**config.mk**
```make
export PLATFORM = sky130hd
export DESIGN_NAME = slow_timer
export DESIGN_NICKNAME = d
export VERILOG_FILES = /design/src/rtl/slow_pkg.sv /design/src/rtl/slow_prescaler.sv /design/src/rtl/slow_timer.sv
export SDC_FILE = /design/constraint.sdc
export NUM_CORES = 1
export LEC_CHECK = 0
export CORE_MARGIN = 5
export CORE_UTILIZATION = 42
export CTS_CLUSTER_SIZE = 28
export DETAILED_ROUTE_END_ITERATION = 10
export PLACE_DENSITY = 0.75
export RECOVER_POWER = 100
export SYNTH_ARGS = -nofsm -noshare
export SYNTH_HDL_FRONTEND = slang
export SYNTH_HIERARCHICAL = 1
export SYNTH_SLANG_ARGS = --single-unit
```
**constraint.sdc**
```tcl
create_clock -name CLK -period 1.65 [get_ports CLK]
set_input_delay 0.4125 -clock CLK [delete_from_list [all_inputs] [get_ports CLK]]
set_output_delay 0.4125 -clock CLK [all_outputs]
set_load 0.01 [all_outputs]
```
**src/rtl/slow_pkg.sv**
```systemverilog
// Shared types and constants for the slowdown timer: FSM states, device bit
// positions in the select/enable vectors, and the timeout field width.
package slow_pkg;

  typedef enum logic [1:0] {
    IDLE = 2'd0,
    SLOW = 2'd1,
    HOLD = 2'd2
  } slow_state_e;

  localparam int NDEV = 6;
  localparam int IACK = 0;
  localparam int VIA  = 1;
  localparam int IWM  = 2;
  localparam int SCC  = 3;
  localparam int SCSI = 4;
  localparam int SND  = 5;

  localparam int TO_W = 4;

endpackage

```
**src/rtl/slow_prescaler.sv**
```systemverilog
// Divides CLK down to one tick per TICK_DIV cycles while running; load restarts
// the count so a fresh slow period always gets a full first unit.
module slow_prescaler #(
  parameter int TICK_DIV = 16
) (
  input  logic clk_i,
  input  logic rst_i,
  input  logic load_i,
  input  logic run_i,
  output logic tick_o
);

  localparam int PW = (TICK_DIV > 2) ? $clog2(TICK_DIV) : 1;
  localparam logic [PW-1:0] TOP = PW'(TICK_DIV - 1);

  logic [PW-1:0] pre_q, pre_d;

  always_comb begin
    pre_d = pre_q;
    if (load_i)
      pre_d = TOP;
    else if (run_i)
      pre_d = (pre_q == '0) ? TOP : pre_q - PW'(1);
  end

  always_ff @(posedge clk_i or posedge rst_i) begin
    if (rst_i) pre_q <= '0;
    else       pre_q <= pre_d;
  end

  assign tick_o = run_i && (pre_q == '0);

endmodule

```
**src/rtl/slow_timer.sv**
```systemverilog
// Slowdown timer: a bus cycle to an enabled slow device starts (or restarts) a
// timed slow period, stretched to the end of a bus cycle still open at expiry.
module slow_timer
  import slow_pkg::*;
#(
  parameter int TICK_DIV = 16
) (
  input  logic            CLK,
  input  logic            POR,
  input  logic            BACT,
  input  logic            SelIACK,
  input  logic            SelVIA,
  input  logic            SelIWM,
  input  logic            SelSCC,
  input  logic            SelSCSI,
  input  logic            SelSnd,
  input  logic            SlowIACK,
  input  logic            SlowVIA,
  input  logic            SlowIWM,
  input  logic            SlowSCC,
  input  logic            SlowSCSI,
  input  logic            SlowSnd,
  input  logic            SlowClockGate,
  input  logic [TO_W-1:0] SlowTimeout,
  output logic            Slow,
  output logic            ClockGate
);

  logic [NDEV-1:0] sel, en;
  logic            bactr_q;
  logic            hit, tick, load;
  slow_state_e     state_q, state_d;
  logic [TO_W-1:0] cnt_q, cnt_d;
  logic            slow_q, cg_q;

  assign sel[IACK] = SelIACK;
  assign sel[VIA]  = SelVIA;
  assign sel[IWM]  = SelIWM;
  assign sel[SCC]  = SelSCC;
  assign sel[SCSI] = SelSCSI;
  assign sel[SND]  = SelSnd;

  assign en[IACK]  = SlowIACK;
  assign en[VIA]   = SlowVIA;
  assign en[IWM]   = SlowIWM;
  assign en[SCC]   = SlowSCC;
  assign en[SCSI]  = SlowSCSI;
  assign en[SND]   = SlowSnd;

  // Only the first cycle of a bus cycle can trigger.
  assign hit  = BACT && !bactr_q && |(sel & en);
  assign load = hit;

  slow_prescaler #(.TICK_DIV(TICK_DIV)) u_pre (
    .clk_i  (CLK),
    .rst_i  (POR),
    .load_i (load),
    .run_i  (state_q == SLOW),
    .tick_o (tick)
  );

  always_comb begin
    state_d = state_q;
    cnt_d   = cnt_q;
    unique case (state_q)
      IDLE, SLOW: begin
        if (hit) begin
          if (SlowTimeout != '0) begin
            state_d = SLOW;
            cnt_d   = SlowTimeout;
          end else begin
            state_d = HOLD;
          end
        end else if (state_q == SLOW && tick) begin
          cnt_d = cnt_q - TO_W'(1);
          if (cnt_q == TO_W'(1))
            state_d = BACT ? HOLD : IDLE;
        end
      end
      HOLD: if (!BACT) state_d = IDLE;
      default: state_d = IDLE;
    endcase
  end

  always_ff @(posedge CLK or posedge POR) begin
    if (POR) begin
      state_q <= IDLE;
      cnt_q   <= '0;
      bactr_q <= 1'b0;
      slow_q  <= 1'b0;
      cg_q    <= 1'b0;
    end else begin
      state_q <= state_d;
      cnt_q   <= cnt_d;
      bactr_q <= BACT;
      slow_q  <= (state_d != IDLE);
      cg_q    <= SlowClockGate && (state_d != IDLE);
    end
  end

  assign Slow      = slow_q;
  assign ClockGate = cg_q;

endmodule

```
==> results_dict.tcl <==
set metrics [dict create \
    violations "negative setup slack" \
    initial_utilization_pct 45.1 \
    first_global_vias 867 \
    fin_crit_ns 1.70 \
    seq_area_sq_um 325 \
    ys_seq_elements 13 \
    syn_area_per_cell_sq_um 10.5 \
    leakage_uw 0.000610 \
    drcViolationCount 0 \
    insertion_delay_ns 0.27 \
    cts.sink_count 13 \
    power_density_nw_per_um2 911 \
    rsz0062_at_grt "true" \
    max_stage_delay_ns 0.40 \
    dr.pass1.iters 4 \
    maxCapViolCount 0 \
    via_per_inst 5.18 \
    crit_chain "clkdlybuf4s25_1 -> a22o_1 -> o311ai_4 -> mux2_4 -> o221a_4" \
    criticalPathCategory "input port to flip-flop" \
    yosysWarnings 6 \
    cp_slowest_cell "o311ai_4" \
    n_fill_cell 136 \
    routedWlPerCell_um 13.8 \
    synth_edf_count 0 \
    yosysSeqAreaShare_pct 40.9 \
    worst_pin_slew_ns 0.376 \
    finClkSkew_ns 0.000480 \
    r2r_slack_ns -0.03 \
    grtUsageTotal_pct 17.9 \
    cp.arrival_ns 1.86 \
    syn_area_sq_um 796 \
    rr_startpoint "u_pre/pre_q[0]" \
    vias 761 \
    path_depth 5 \
    core_sq_um 1760 \
    critical_path_buf_inv_count 1 \
    timing.rr.end "ClockGate" \
    grt_remaining_overflow 0 \
    report.final.slew_viol_count 0 \
    hpwl_um 1660 \
    end_kind "flip-flop" \
    io_pins 22 \
    clock.fmax_ghz 0.588 \
    cp-start-kind "input port" \
    hold_path.class "input port to async pin" \
    worstPathRequired_ns 1.81 \
    startpoint "SelIWM" \
    fin_total_pwr_uw 1190 \
    ff2ff_path_depth 8 \
    crit_family "compound AO/OA/AOI/OAI gates" \
    ant_nets 0 \
    final_cell_mix "buf_4, dfrtp_1, inv_1" \
    synthFlopType "dfrtp_1" \
    setup_tns_ns -0.119 \
    drtIter0Drc 3 \
    cts_root_buf "clkbuf_4" \
    clk_pin_slew_ns 0.08 \
    place.gp.congestion 0.877 \
    yosysTopAreaCellShare_pct 40.9 \
    portBuffers 21 \
    setup_ws_ns -0.0497 \
    crit_end "cnt_q[3]" \
    multi_input_area_sq_um 520 \
    num_antenna_cells 0 \
    wl_um 2030 \
    htreeDepth 1 \
    grt_pass1_wl_um 3640 \
    cts_buffer_depth 2 \
    die_height_um 53.5 \
    syn_inst 76 \
    synthesis.nets 99 \
    cts_buffers 3 \
    final_common_cell "buf_4" \
    hold_violations 0 \
    synth_cell_type_count 34 \
    die_w_um 53.5 \
    drive_gt1_share_pct 36.1 \
    cts_tree "yes" \
    outcome "finished, violations left" \
    nets 146 \
    rows 15 \
    ys_async_sr_fraction_pct 100 \
    finalSetupViolCount 4 \
    synthTopCellsByArea "dfrtp_1, mux2i_1, ha_1, inv_1, o311ai_4" \
    ir_drop_v 0.000584 \
    grt_max_degree 10 \
    area_delta_synth_final_pct 63.5 \
    synth.largest_area_cell "dfrtp_1" \
    antenna_found_initial 0 \
    die_area_sq_um 2860 \
    post-route-period-util_pct 103 \
    slew_headroom_pct 74.9 \
    crit_fanout 5 \
]
[worst min-delay path by stage]
stage                         startpoint        endpoint  slack (ns)
final                                POR  u_pre/pre_q[0]        0.48
after global routing                 POR  u_pre/pre_q[2]        0.49
after CTS                            POR  u_pre/pre_q[3]        0.35
after detailed placement  u_pre/pre_q[3]  u_pre/pre_q[3]        0.51
after global placement    u_pre/pre_q[3]  u_pre/pre_q[3]        0.51
after floorplan                      POR  u_pre/pre_q[0]        0.18
[state kept, by name, indices dropped and copies added (netlist names)]
| register | count |
|---|---|
| bactr_q | 1 |
| ClockGate | 1 |
| cnt_q | 4 |
| u_pre/pre_q | 4 |
| state_q | 2 |
| Slow | 1 |
[routing by layer]
| layer | wire length (um) | GRT usage, % | vias up |
|---|---|---|---|
| li1 | - | - | 370 |
| met1 | 803 | 19.0 | 362 |
| met2 | 1100 | 33.7 | 27 |
| met3 | 109 | 3.38 | 2 |
| met4 | 14 | 7.66 | 0 |
| met5 | 0 | 0 | - |
[where the power goes]
part / total, uW / switching [uW] / internal, uW
clock: 192 / 98.7 / 93.4
combinational: 533 / 226 / 307
sequential: 461 / 62.3 / 398
total: 1190 / 387 / 799
[Yosys cell counts, drive strengths merged (2+ instances only)]
library cell	number
nor2	3
nand3	2
a21oi	2
xnor2	2
mux2i	4
nand2	5
o221a	3
dfrtp	13
nor4	2
a22o	3
inv	10
ha	3
o22ai	2
o311ai	2
nor2b	2
o21ai	2
and3	2
[metrics by stage]
| stage | area, sq um | hold WS (ns) | utilization [%] | std cells | setup slack (ns) |
|---|---|---|---|---|---|
| floorplan | 821 | 0.179 | - | 76 | -0.146 |
| global placement | 1180 | 0.511 | 67.0 | 138 | -0.498 |
| detailed placement | 1180 | 0.513 | 67.0 | 138 | -0.568 |
| CTS | 1270 | 0.349 | 71.8 | 146 | -0.0427 |
| global route | 1300 | 0.489 | 73.8 | 147 | -0.173 |
| finish | 1300 | 0.482 | 73.8 | 147 | -0.0497 |
[logic make-up (layout without fill, tap and decap cells)]
| logic type | count (synthesis) | count (layout) | synth area share, % |
|---|---|---|---|
| and+or+nand+nor | 25 | 25 | 20.8 |
| AOI/OAI and AO/OA | 18 | 18 | 19.8 |
| DFF | 13 | 13 | 40.9 |
| buffers and inverters | 10 | 56 | 4.72 |
| muxes | 5 | 5 | 6.92 |
| adders and majority gates | 3 | 3 | 4.72 |
| xor gates and xnor gates | 2 | 2 | 2.20 |
[worst reg2reg max path, delay by kind of cell (launching register included)]
kind,cells,cell delay (ns)
fa+ha+maj,1,0.15
buf+inv,2,0.22
simple gates,3,0.55
mux,1,0.16
compound gates,1,0.09
flops,1,0.38
[cell type report]
cell class,count,area share [%]
multi-input cells,53,40.0
flip-flops and latches,13,25.0
clock buffers,4,2.02
inverters,10,2.88
repair buffers,42,27.7
well taps,25,2.40
[repair_timing]
action,CTS,global route
gates resized for setup,28,10
setup endpoints to repair,10,8
pin swaps,6,3
hold buffers,0,0
setup buffers,4,1
Power figures use the tool's default switching activity.
